<file path="src/rtl/sa_sched_pkg.sv">
// Shared systolic-array definitions: scheduler state
// encoding and drain-length helper.
package sa_sched_pkg;

    localparam logic [2:0] S_IDLE  = 3'd0;
    localparam logic [2:0] S_CLR   = 3'd1;
    localparam logic [2:0] S_FEED  = 3'd2;
    localparam logic [2:0] S_DRAIN = 3'd3;
    localparam logic [2:0] S_DONE  = 3'd4;

    // Cycles for the last operand to ripple out of an n x n array.
    function automatic int drain_len(input int n);
        return 2 * n - 1;
    endfunction

endpackage

</file>
<file path="src/rtl/sa_skew_line.sv">
// Enable-gated 1-bit shift line producing the per-row
// skewed valid for the systolic array.
module sa_skew_line #(
    parameter int N = 4
) (
    input  logic         en_clk,
    input  logic         rst_n,
    input  logic         en,
    input  logic         clr,
    input  logic         din,
    output logic [N-1:0] q
);

    always_ff @(posedge en_clk or negedge rst_n) begin
        if (!rst_n) begin
            q <= '0;
        end else if (clr) begin
            q <= '0;
        end else if (en) begin
            q <= {q[N-2:0], din};
        end
    end

endmodule

</file>
<file path="src/rtl/sa_sched.sv">
// Tile scheduler for an N x N systolic array: clear,
// feed k_len operand columns, drain, then pulse done.
module sa_sched
    import sa_sched_pkg::*;
#(
    parameter int N    = 4,
    parameter int K_BW = 8
) (
    input  logic            en_clk,
    input  logic            rst_n,
    input  logic            start,
    input  logic [K_BW-1:0] k_len,
    input  logic            stall,
    output logic            busy,
    output logic            acc_clr,
    output logic            rd_en,
    output logic [K_BW-1:0] rd_addr,
    output logic [N-1:0]    row_vld,
    output logic            pe_en,
    output logic            done
);

    localparam int DL = drain_len(N);
    localparam int CW = $clog2(2 * N);

    logic [2:0]      state;
    logic [K_BW-1:0] k_reg;
    logic [K_BW-1:0] addr_q;
    logic [CW-1:0]   dcnt;
    logic            launch;

    assign launch  = (state == S_IDLE) && start && (k_len != '0);
    assign busy    = (state != S_IDLE);
    assign acc_clr = (state == S_CLR);
    assign rd_en   = (state == S_FEED) && !stall;
    assign pe_en   = ((state == S_FEED) || (state == S_DRAIN)) && !stall;
    assign done    = (state == S_DONE);
    assign rd_addr = addr_q;

    always_ff @(posedge en_clk or negedge rst_n) begin
        if (!rst_n) begin
            state  <= S_IDLE;
            k_reg  <= '0;
            addr_q <= '0;
            dcnt   <= '0;
        end else begin
            unique case (state)
                S_IDLE: begin
                    if (launch) begin
                        state  <= S_CLR;
                        k_reg  <= k_len;
                        addr_q <= '0;
                        dcnt   <= '0;
                    end
                end
                S_CLR: begin
                    state <= S_FEED;
                end
                S_FEED: begin
                    // Address parks on k_len-1 so it never wraps.
                    if (!stall) begin
                        if (addr_q == k_reg - K_BW'(1)) begin
                            state <= S_DRAIN;
                        end else begin
                            addr_q <= addr_q + K_BW'(1);
                        end
                    end
                end
                S_DRAIN: begin
                    if (!stall) begin
                        if (dcnt == CW'(DL - 1)) begin
                            state <= S_DONE;
                        end else begin
                            dcnt <= dcnt + CW'(1);
                        end
                    end
                end
                S_DONE: begin
                    state <= S_IDLE;
                end
                default: begin
                    state <= S_IDLE;
                end
            endcase
        end
    end

    sa_skew_line #(
        .N(N)
    ) u_skew (
        .en_clk(en_clk),
        .rst_n (rst_n),
        .en    (pe_en),
        .clr   (launch),
        .din   (rd_en),
        .q     (row_vld)
    );

endmodule

</file>
<file path="config.mk">
export PLATFORM = sky130hd
export DESIGN_NAME = sa_sched
export DESIGN_NICKNAME = d
export VERILOG_FILES = /design/src/rtl/sa_sched_pkg.sv /design/src/rtl/sa_skew_line.sv /design/src/rtl/sa_sched.sv
export SDC_FILE = /design/constraint.sdc
export NUM_CORES = 1
export LEC_CHECK = 0
export CAP_MARGIN = 25
export CORE_ASPECT_RATIO = 0.9
export CORE_MARGIN = 4
export CORE_UTILIZATION = 47
export DETAILED_ROUTE_END_ITERATION = 12
export PLACE_DENSITY = 0.83
export SYNTH_ARGS = -nofsm -noshare
export SYNTH_HDL_FRONTEND = slang
export SYNTH_SLANG_ARGS = --single-unit
</file>
<file path="constraint.sdc">
create_clock -name en_clk -period 2.56 [get_ports en_clk]
set_input_delay 0.384 -clock en_clk [delete_from_list [all_inputs] [get_ports en_clk]]
set_output_delay 0.384 -clock en_clk [all_outputs]
set_load 0.05 [all_outputs]
</file>
# Yosys cells after proc, flatten, opt, wreduce, memory -nomap -nowiden
# Cells that the tools add are included.
[totals] mem_bits_ro=0 mem_count=0 latch_bits=0 elab_cells=53 input_bits=12 ram_bits=0 register_bits=26 output_inout_bits=17
[op_classes] div=0 n_addsub=3 multipliers=0 muxes=16 n_eq_ne=13 n_reduce_logical=16 order_cmp=0 bitwise=0 shift=0
[ops] cell="$mux W3" n=8
[ops] cell="$mux W8" n=3
[ops] cell="$pmux W8 S2" n=1
[ops] cell="$pmux W3 S4" n=1
[ops] cell="$ne A2 B2 Y1 const B" n=5
[ops] cell="$add A8 B1 Y8 const B" n=1
[ops] cell="$eq A8 B8 Y1" n=1
[ops] cell="$mux W4" n=2
[ops] cell="$reduce_and A4 Y1" n=2
[ops] cell="$reduce_bool A8 Y1" n=1
[ops] cell="$sub A8 B1 Y8 const B" n=1
[ops] cell="$eq A3 B2 Y1 const B" n=2
[ops] cell="$eq A3 B3 Y1 const B" n=2
[ops] cell="$pmux W3 S2" n=1
[ops] cell="$reduce_bool A2 Y1" n=3
[ops] cell="$reduce_and A5 Y1" n=1
[ops] cell="$logic_and A1 B1 Y1" n=4
[ops] cell="$ne A2 B1 Y1 const B" n=2
[ops] cell="$add A3 B1 Y3 const B" n=1
[ops] cell="$eq A3 B1 Y1 const B" n=1
[ops] cell="$logic_not A3 Y1" n=1
[ops] cell="$reduce_bool A3 Y1" n=1
[ops] cell="$reduce_and A2 Y1" n=1
[ops] cell="$logic_not A1 Y1" n=1
[ops] cell="$logic_or A1 B1 Y1" n=1

# Logic depth before layout (Yosys ltp)
# Gate-level depths: netlist of run 1.
[depth] depth_word=5 ltp_mapped=9 depth_no_buf=8

# Hierarchy
# From an unflattened synthesis of run 1, not the netlist that was laid out.
[unflattened] hier_cells=187 hier_area_um2=1626.6
[by_module_without_submodules] mod="sa_sched" n_inst=1 cells_per_inst=174 seq_area_each_um2=550.5 area_per_inst_um2=1466.4
[by_module_without_submodules] mod="sa_skew_line" n_inst=1 cells_per_inst=13 seq_area_each_um2=100.1 area_per_inst_um2=160.2

# Least setup slack after synthesis of run 1
# Ideal clock, no wire load.
[synth_timing] path_type="register -> register" from="reg k_reg[0]" to="reg addr_q[0] (netlist: rd_addr[0])" setup_ns=0.125 arrival_ns=2.529 synth_period_minus_slack_ns=2.654 t_required_ns=2.435 slack_ns=-0.094 path_stages_with_launch=9 n_path_buf=0 cell_sequence="dfrtp_1 -> inv_1 -> ha_1 -> or3b_1 -> or4_1 -> a211o_1 -> a211oi_2 -> or2b_2 -> mux2_4"
[synth_via] elab_chain_len=4
[synth_lines] item="start: declaration" line="sa_sched.sv:27" text="logic [K_BW-1:0] k_reg;"
[synth_lines] item="start signal: assignment" line="sa_sched.sv:51" text="k_reg <= k_len;"
[synth_lines] item="$sub A8 B1 Y8" line="sa_sched.sv:62" text="if (addr_q == k_reg - K_BW'(1)) begin"
[synth_lines] item="$eq A8 B8 Y1" line="sa_sched.sv:62"
[synth_lines] item="$ne A2 B2 Y1 (no source line)"
[synth_lines] item="$reduce_and A4 Y1 (no source line)"
[synth_lines] item="end signal: assignment" line="sa_sched.sv:65" text="addr_q <= addr_q + K_BW'(1);"
[synth_lines] item="end: declaration" line="sa_sched.sv:28" text="logic [K_BW-1:0] addr_q;"
# No other way between the ends.
# A chain may end at the register's enable or synchronous reset.

# Final worst setup path of run 1
[layout_timing] from="reg k_reg[1]" to="reg addr_q[0] (netlist: rd_addr[0])"
# Same word-level chain as after synthesis.

==> results of run 1 <==
==> worst max-delay path: stages, from the launching register on <==
cell      delay (ns)
dfrtp_1         0.42
inv_2           0.09
ha_4            0.13
or3b_4          0.39
or4_4           0.42
a211o_1         0.31
a211oi_2        0.23
or2b_4          0.18
mux2_4          0.29
==> path summary, 6_finish.rpt <==
kind | from | to | slack (ns)
max | k_reg[1]$_DFFE_PN0P_ | rd_addr[0]$_DFFE_PN0P_ | -0.03
min | rst_n | k_reg[2]$_DFFE_PN0P_ | 0.47
max reg2reg | k_reg[1]$_DFFE_PN0P_ | rd_addr[0]$_DFFE_PN0P_ | -0.03
min reg2reg | k_reg[7]$_DFFE_PN0P_ | k_reg[7]$_DFFE_PN0P_ | 0.51
max in group asynchronous | rst_n | dcnt[1]$_DFFE_PN0P_ | 1.84
min in group en_clk | k_reg[7]$_DFFE_PN0P_ | k_reg[7]$_DFFE_PN0P_ | 0.51
==> logic make-up (layout without fill, tap and decap cells) <==
family                   Yosys count  count (layout)  synth area share [%]
AO/OA/AOI/OAI                     36              36                  16.5
adder cells (fa/ha/maj)            4               4                  3.18
AND/OR/NAND/NOR                   82              82                  28.4
XOR/XNOR                           8               8                  4.45
flip-flops                        26              26                  41.3
multiplexers                       3               3                  2.30
buffers and inverters             12              57                  3.82
==> metal layers <==
metal / wire, microns / share of wire (%) / track usage, %
met1: 1840 / 44 / 22.6
met3: 177 / 4.3 / 5.31
met5: 0 / 0 / 0
met4: 64 / 1.5 / 6.10
met2: 2070 / 50 / 34.3
==> layout by cell type, fill, tap and decap left out, types with 2 or more instances in the layout <==
master,n
dfrtp_1,26
buf_12,2
nor3b_1,2
ha_1,3
a21oi_2,3
clkbuf_8,4
or3_1,5
and2_1,2
nand4_1,6
inv_2,2
nor2b_1,3
nor2_1,9
clkdlybuf4s50_1,26
o211ai_1,3
buf_4,19
xnor2_1,7
o211a_1,2
or4_4,3
or4_1,2
nand2_1,30
o21ai_2,4
o31ai_1,3
nor3_1,6
o21ai_0,4
nor4_1,3
a21oi_1,8
inv_1,3
and3_1,2
==> through the flow <==
| step | std cells | power, mW | hold WS [ns] | util, % | worst slack, ns |
|---|---|---|---|---|---|
| after floorplan | 171 | 1.60 | 0.0884 | - | 0.0498 |
| after global placement | 247 | 1.92 | 0.505 | 63.4 | -0.0757 |
| after detailed placement | 247 | 1.96 | 0.498 | 63.4 | -0.0903 |
| after CTS | 253 | 2.29 | 0.478 | 65.7 | 0.00473 |
| after global routing | 258 | 2.55 | 0.511 | 68.6 | -0.111 |
| final | 258 | 2.39 | 0.469 | 68.6 | -0.0304 |
==> power groups by stage <==
| stage | registers (mW) | logic [mW] | clock network [mW] |
|---|---|---|---|
| after floorplan | 0.921 | 0.676 | 0 |
| after CTS | 0.787 | 1.23 | 0.277 |
| after global routing | 0.824 | 1.43 | 0.295 |
| after global placement | 0.780 | 1.14 | 0 |
| final | 0.800 | 1.32 | 0.271 |
| after detailed placement | 0.796 | 1.17 | 0 |
==> final cells by class <==
cell class              instances  area share, %
well taps                      42           2.44
flip-flops and latches         26           30.2
multi-input cells             133           42.8
inverters                       5          0.872
clock buffers                   4           2.56
repair buffers                 48           21.1
==> repair_timing <==
item,CTS,global route
endpoints found under the hold margin,0,0
setup endpoints to repair,1,8
gates resized for setup,1,16
pin swaps,0,10
setup buffers,2,4
cloned,0,1
==> results.md, run 1 <==
- Die boundary width: between 60 and 70 microns
- CP Class: reg -> reg
- Ys async rst share: between 90% and 100%
- Number of vias in the routed layout: approximately 1400
- Final cell area excluding filler cells: between 0.002 and 0.0025 sq mm
- Clock tree from TritonCTS: done
- Portion of the post-synthesis area used by sequential elements: between 40% and 50%
- Worst IR Drop VDD: around 0.00077 V
- Crit path max fanout: 3
- DR vias/cell: ~5.6
- Sequential group share of total power: roughly a third
- Total DRC errors in the routed layout: 0
- Multi-input gate area in the final layout: ~920 sq um
- Period utilisation layout: 101%
- Unrepaired setup endpoints after global routing: true
- Clock power share: approximately 11%
- Run status: finished with violations
- Number of global-route vias before repair: 1504
- Starting density of the core: about half
- Largest net degree at the start of global routing: 27
- Synth unique cells: 46
- Slew Limit Fails: 0
- GRT Residual Overflow: 0
- First-pass GRT wire length: between 6 and 7 mm
- Clk sinks: 26
- Clock input transition at the sequential cells of the worst setup and hold paths: 0.09 ns
- Count of synthesis-stage warnings from yosys: 0
- Num CTS Buffers: 3
- Switching power: 1.08 mW
- Number of storage elements in the synthesis netlist: 26
- Global-route usage over all layers: 19.4%
- Failing checks: negative setup slack
- Initial antenna violation count: 0
- Number of nets in the finished design: ~230
- Die Area: between 0.004 and 0.005 sq mm
- Ant diodes: 0
- RePlAce Congestion: around 0.87
- Clk Latency, worst-skew pair: roughly 0.28 ns
- Maximum clock insertion buffer count: 2
- Vertical die dimension: 62.9 microns
- Wire length reported by the detailed router: roughly 4.2 mm
- Hold buffers post-CTS: 0
- Critical Path AT: approximately 2.8 ns
- Total standard cell area after synthesis: ~0.0016 sq mm
- Normalized max-slew margin: about two thirds
- Layout cell share with drive strength beyond 1: a little under a quarter
- EDFF count, synth: 0
- Top-level I/O count: 29
- Relative contribution of combinational cells to total power: 55.2%
- Initial DRC count: between 100 and 150
- Top cells by instance count after synthesis: nand2_1 (31), dfrtp_1 (26), a21oi_1 (11)
- Number of nets still failing antenna checks after routing: 0
- Leading cell types by total area after synthesis: dfrtp_1 (41%), nand2_1 (7.4%), xnor2_1 (3.9%)
- Number of hold-slack violations in the final timing report: 0
- Number of max-capacitance violations reported: 0
- Proportion of netlist area held by the largest area contributor: 41.3%
- Area taken by flip-flops and latches: around 650 sq um
- Final critical path time including I/O delays and setup: approximately 2.6 ns
- Clock root cell: clkbuf_8
- CTS H-Tree Depth: 1
- Length of the first detailed-routing pass in iterations: 4
- Floorplan row count: 19
- P_leak: between 0.9 and 1 nW
- # fillers: 270
- Count of endpoints failing setup in the final report: 2
- Fmax achieved: just under 400 MHz
- Switching share of power: about 45%
- Final setup margin: -0.0304 ns
- Required @ worst endpoint: approximately 2.7 ns
- CP endpoint kind: register
- Port buffer count: 28
- Area of the core: 0.00314 sq mm
- Routed wire length per instance: between 15 and 20 microns
- Path class of the lowest-slack min-delay path: in -> async
- Cell type contributing the most total cell area after synthesis: dfrtp_1
- Most repeated cell in the gate-level netlist after synthesis: nand2_1
- Area growth from synthesis to layout: 36.8%
- Ys flop type: dfrtp_1
- Design internal power: approximately 1.3 mW
- Standard cell area after detailed placement: about 0.0020 sq mm
- Post-Synthesis Cells: roughly 170
- Post-Synthesis Net Count: 187
- Detail Placement HPWL: about 2.8 mm
- Power density relative to cell area: about 1100 mW/mm^2
- Post-route clock skew: ~0.0081 ns
- Avg Cell Area, Syn: 9.20 sq um
- Tightest Pin Transition: around 0.51 ns
- Cell count of the worst reg-to-reg path: 8
- Setup crit start kind: register
- Total negative slack: -0.0535 ns
Power figures use the tool's default switching activity.
==> inputs of run 2 (changes only) <==
CAP_MARGIN = unset   (was 25)
CORE_UTILIZATION = 25   (was 47)
PLACE_DENSITY = 0.53   (was 0.83)
==> run 2 against run 1 <==
  * Utilization shrank 33 points
  * Sequential share of layout area shrank 0.28 points
  * Flip-flop and latch count is the same
  * Clock skew grew 0.0012 ns
  * The run now ends clean
  * Maximum frequency grew 4.1%
==> results.md, run 2 (same netlist as run 1, synthesis figures left out) <==
- Total power of the final layout: 2.36 mW (-1.4%)
- P_leak: 0.922 nW (-0.88%)
- Number of hold-slack violations in the final timing report: 0 (unchanged)
- Period utilisation layout: 97.2% (-3.9 points)
- First-pass GRT wire length: 6.67 mm (-3.8%)
- Area of the core: 0.00611 sq mm (+95%)
- Power density relative to cell area: 1080 mW/mm^2 (-2.3%)
- Routed wire length per instance: 13.0 microns (-19%)
- Setup crit start kind: register
- Normalized max-slew margin: 66.6% (+0.65 points)
- Clock tree from TritonCTS: done
- Required @ worst endpoint: 2.73 ns (about the same)
- Clock power share: 14.9% (+3.6 points)
- Fin cells: 302 (+17%)
- Critical Path AT: 2.66 ns (-0.10 ns)
- Largest net degree at the start of global routing: 27 (unchanged)
- Post-route clock skew: 0.00932 ns (+0.00123 ns)
- Worst slack after detailed placement: -0.123 ns (-0.0329 ns)
- Commonest cells after routing, fill and taps aside: nand2_1 (31), dfrtp_1 (26), clkdlybuf4s50_1 (26)
- Initial DRC count: 62 (-50%)
- # fillers: 638 (+140%)
- GRT Residual Overflow: 0 (unchanged)
- Wire length reported by the detailed router: 3.92 mm (-5.6%)
- Slew Limit Fails: 0 (unchanged)
- Die boundary width: 91.6 microns (+33%)
- CP Class: reg -> reg
- Number of max-capacitance violations reported: 0 (unchanged)
- Number of nets in the finished design: 232 (-0.43%)
- Top-level I/O count: 29 (unchanged)
- Clk Latency, worst-skew pair: 0.28 ns (about the same)
- RePlAce Congestion: 0.779 (-11%)
- DR vias/cell: 4.62 (-17%)
- Sequential group share of total power: 32.8% (-0.7 points)
- Detail Placement HPWL: 2.78 mm (+0.18%)
- Final setup margin: 0.0707 ns (+0.101 ns)
- Length of the first detailed-routing pass in iterations: 4 (unchanged)
- Port buffer count: 28 (unchanged)
- Tightest Pin Transition: 0.499 ns (-0.00978 ns)
- Number of vias in the routed layout: 1396 (-2.6%)
- Layout cell share with drive strength beyond 1: 18.1% (-5.5 points)
- Global-route usage over all layers: 10.5% (-8.9 points)
- Number of nets still failing antenna checks after routing: 0 (unchanged)
- Crit path max fanout: 3 (unchanged)
- Area growth from synthesis to layout: 38.1%
- Vertical die dimension: 83.3 microns (+32%)
- Count of endpoints failing setup in the final report: 0 (-2)
- Relative contribution of combinational cells to total power: 52.3% (-2.9 points)
- Fmax achieved: 402 MHz (+4.1%)
- Design internal power: 1.34 mW (+2.5%)
- Total DRC errors in the routed layout: 0 (unchanged)
- Ant diodes: 0 (unchanged)
- Inst Count DP: 296 (+20%)
- Maximum clock insertion buffer count: 2 (unchanged)
- Final critical path time including I/O delays and setup: 2.49 ns (-0.101 ns)
- Floorplan row count: 27 (+8)
- Clock root cell: clkbuf_8
- Number of global-route vias before repair: 1398 (-7.0%)
- Num CTS Buffers: 3 (unchanged)
- Switching power: 1.02 mW (-6.2%)
- Commonest non-fill, non-tap cell in the layout: nand2_1
- CTS H-Tree Depth: 1 (unchanged)
- Run status: finished clean
- CP endpoint kind: register
- Clk sinks: 26 (unchanged)
- Hold buffers post-CTS: 0 (unchanged)
- Initial antenna violation count: 0 (unchanged)
- Switching share of power: 43.1% (-2.2 points)
- Path class of the lowest-slack min-delay path: in -> async
- Worst IR Drop VDD: 0.000546 V (-29%)
- Die Area: 0.00763 sq mm (+76%)
- Clock input transition at the sequential cells of the worst setup and hold paths: 0.10 ns (about the same)
- Starting density of the core: 25.7% (-24 points)
## run 2: worst max-delay path, stage by stage, from the launching register on
cell,delay (ns)
dfrtp_1,0.42
inv_2,0.09
ha_4,0.14
or3b_4,0.39
or4_1,0.40
a211o_1,0.31
a211oi_2,0.20
or2b_4,0.17
mux2_4,0.28
## run 2: final cells by class
| type | instances | area, sq um | share of cell area (%) |
|---|---|---|---|
| Sequential cell | 26 | 651 | 29.9 |
| Inverter | 5 | 18.8 | 0.864 |
| Clock buffer | 3 | 41.3 | 1.90 |
| Timing Repair Buffer | 47 | 443 | 20.4 |
| Tap cell | 87 | 109 | 5.01 |
| Multi-Input combinational cell | 133 | 881 | 40.5 |
| Clock inverter | 1 | 30.0 | 1.38 |
## run 2: per-stage QoR
stage | hold WS [ns] | area [sq um] | TNS (ns) | utilization [%]
3_3_place_gp | 0.501 | 2080 | -0.461 | 34.0
4_1_cts | 0.475 | 2150 | 0 | 35.1
2_1_floorplan | 0.0884 | 1580 | 0 | -
3_5_place_dp | 0.502 | 2080 | -0.552 | 34.0
5_1_grt | 0.487 | 2170 | -0.0213 | 35.5
6_report | 0.468 | 2170 | 0 | 35.5
## run 2: worst paths after layout
kind                                 startpoint                       to  slack, ns  cells after the start
max in group asynchronous                 rst_n   rd_addr[5]$_DFFE_PN0P_       1.82                      2
min in group en_clk        k_reg[7]$_DFFE_PN0P_     k_reg[7]$_DFFE_PN0P_       0.53                      2
max                        k_reg[1]$_DFFE_PN0P_   rd_addr[0]$_DFFE_PN0P_       0.07                      8
max reg2reg                k_reg[1]$_DFFE_PN0P_   rd_addr[0]$_DFFE_PN0P_       0.07                      8
min                                       rst_n  u_skew.q[0]$_DFFE_PN0P_       0.47                      2
min reg2reg                k_reg[7]$_DFFE_PN0P_     k_reg[7]$_DFFE_PN0P_       0.53                      2
## run 2: what timing repair did
action / in CTS / in global routing
gates resized for setup: 0 / 3
buffers inserted: 0 / 2
setup endpoints to repair: 0 / 8
## run 2: power groups by stage
stage	Clock [mW]	Sequential (mW)	Combinational, mW
final	0.352	0.773	1.23
after global routing	0.383	0.805	1.36
after CTS	0.364	0.773	1.19
after detailed placement	0	0.780	1.18
after global placement	0	0.786	1.19
after floorplan	0	0.921	0.676
## run 2: metal layers
layer | GRT usage [%] | vias to the layer above | part of all wire (%)
li1 | - | 711 | -
met1 | 14.4 | 652 | 50
met2 | 16.7 | 28 | 45
met3 | 2.63 | 5 | 4.7
met4 | 2.05 | 0 | 0.79
met5 | 0 | - | 0
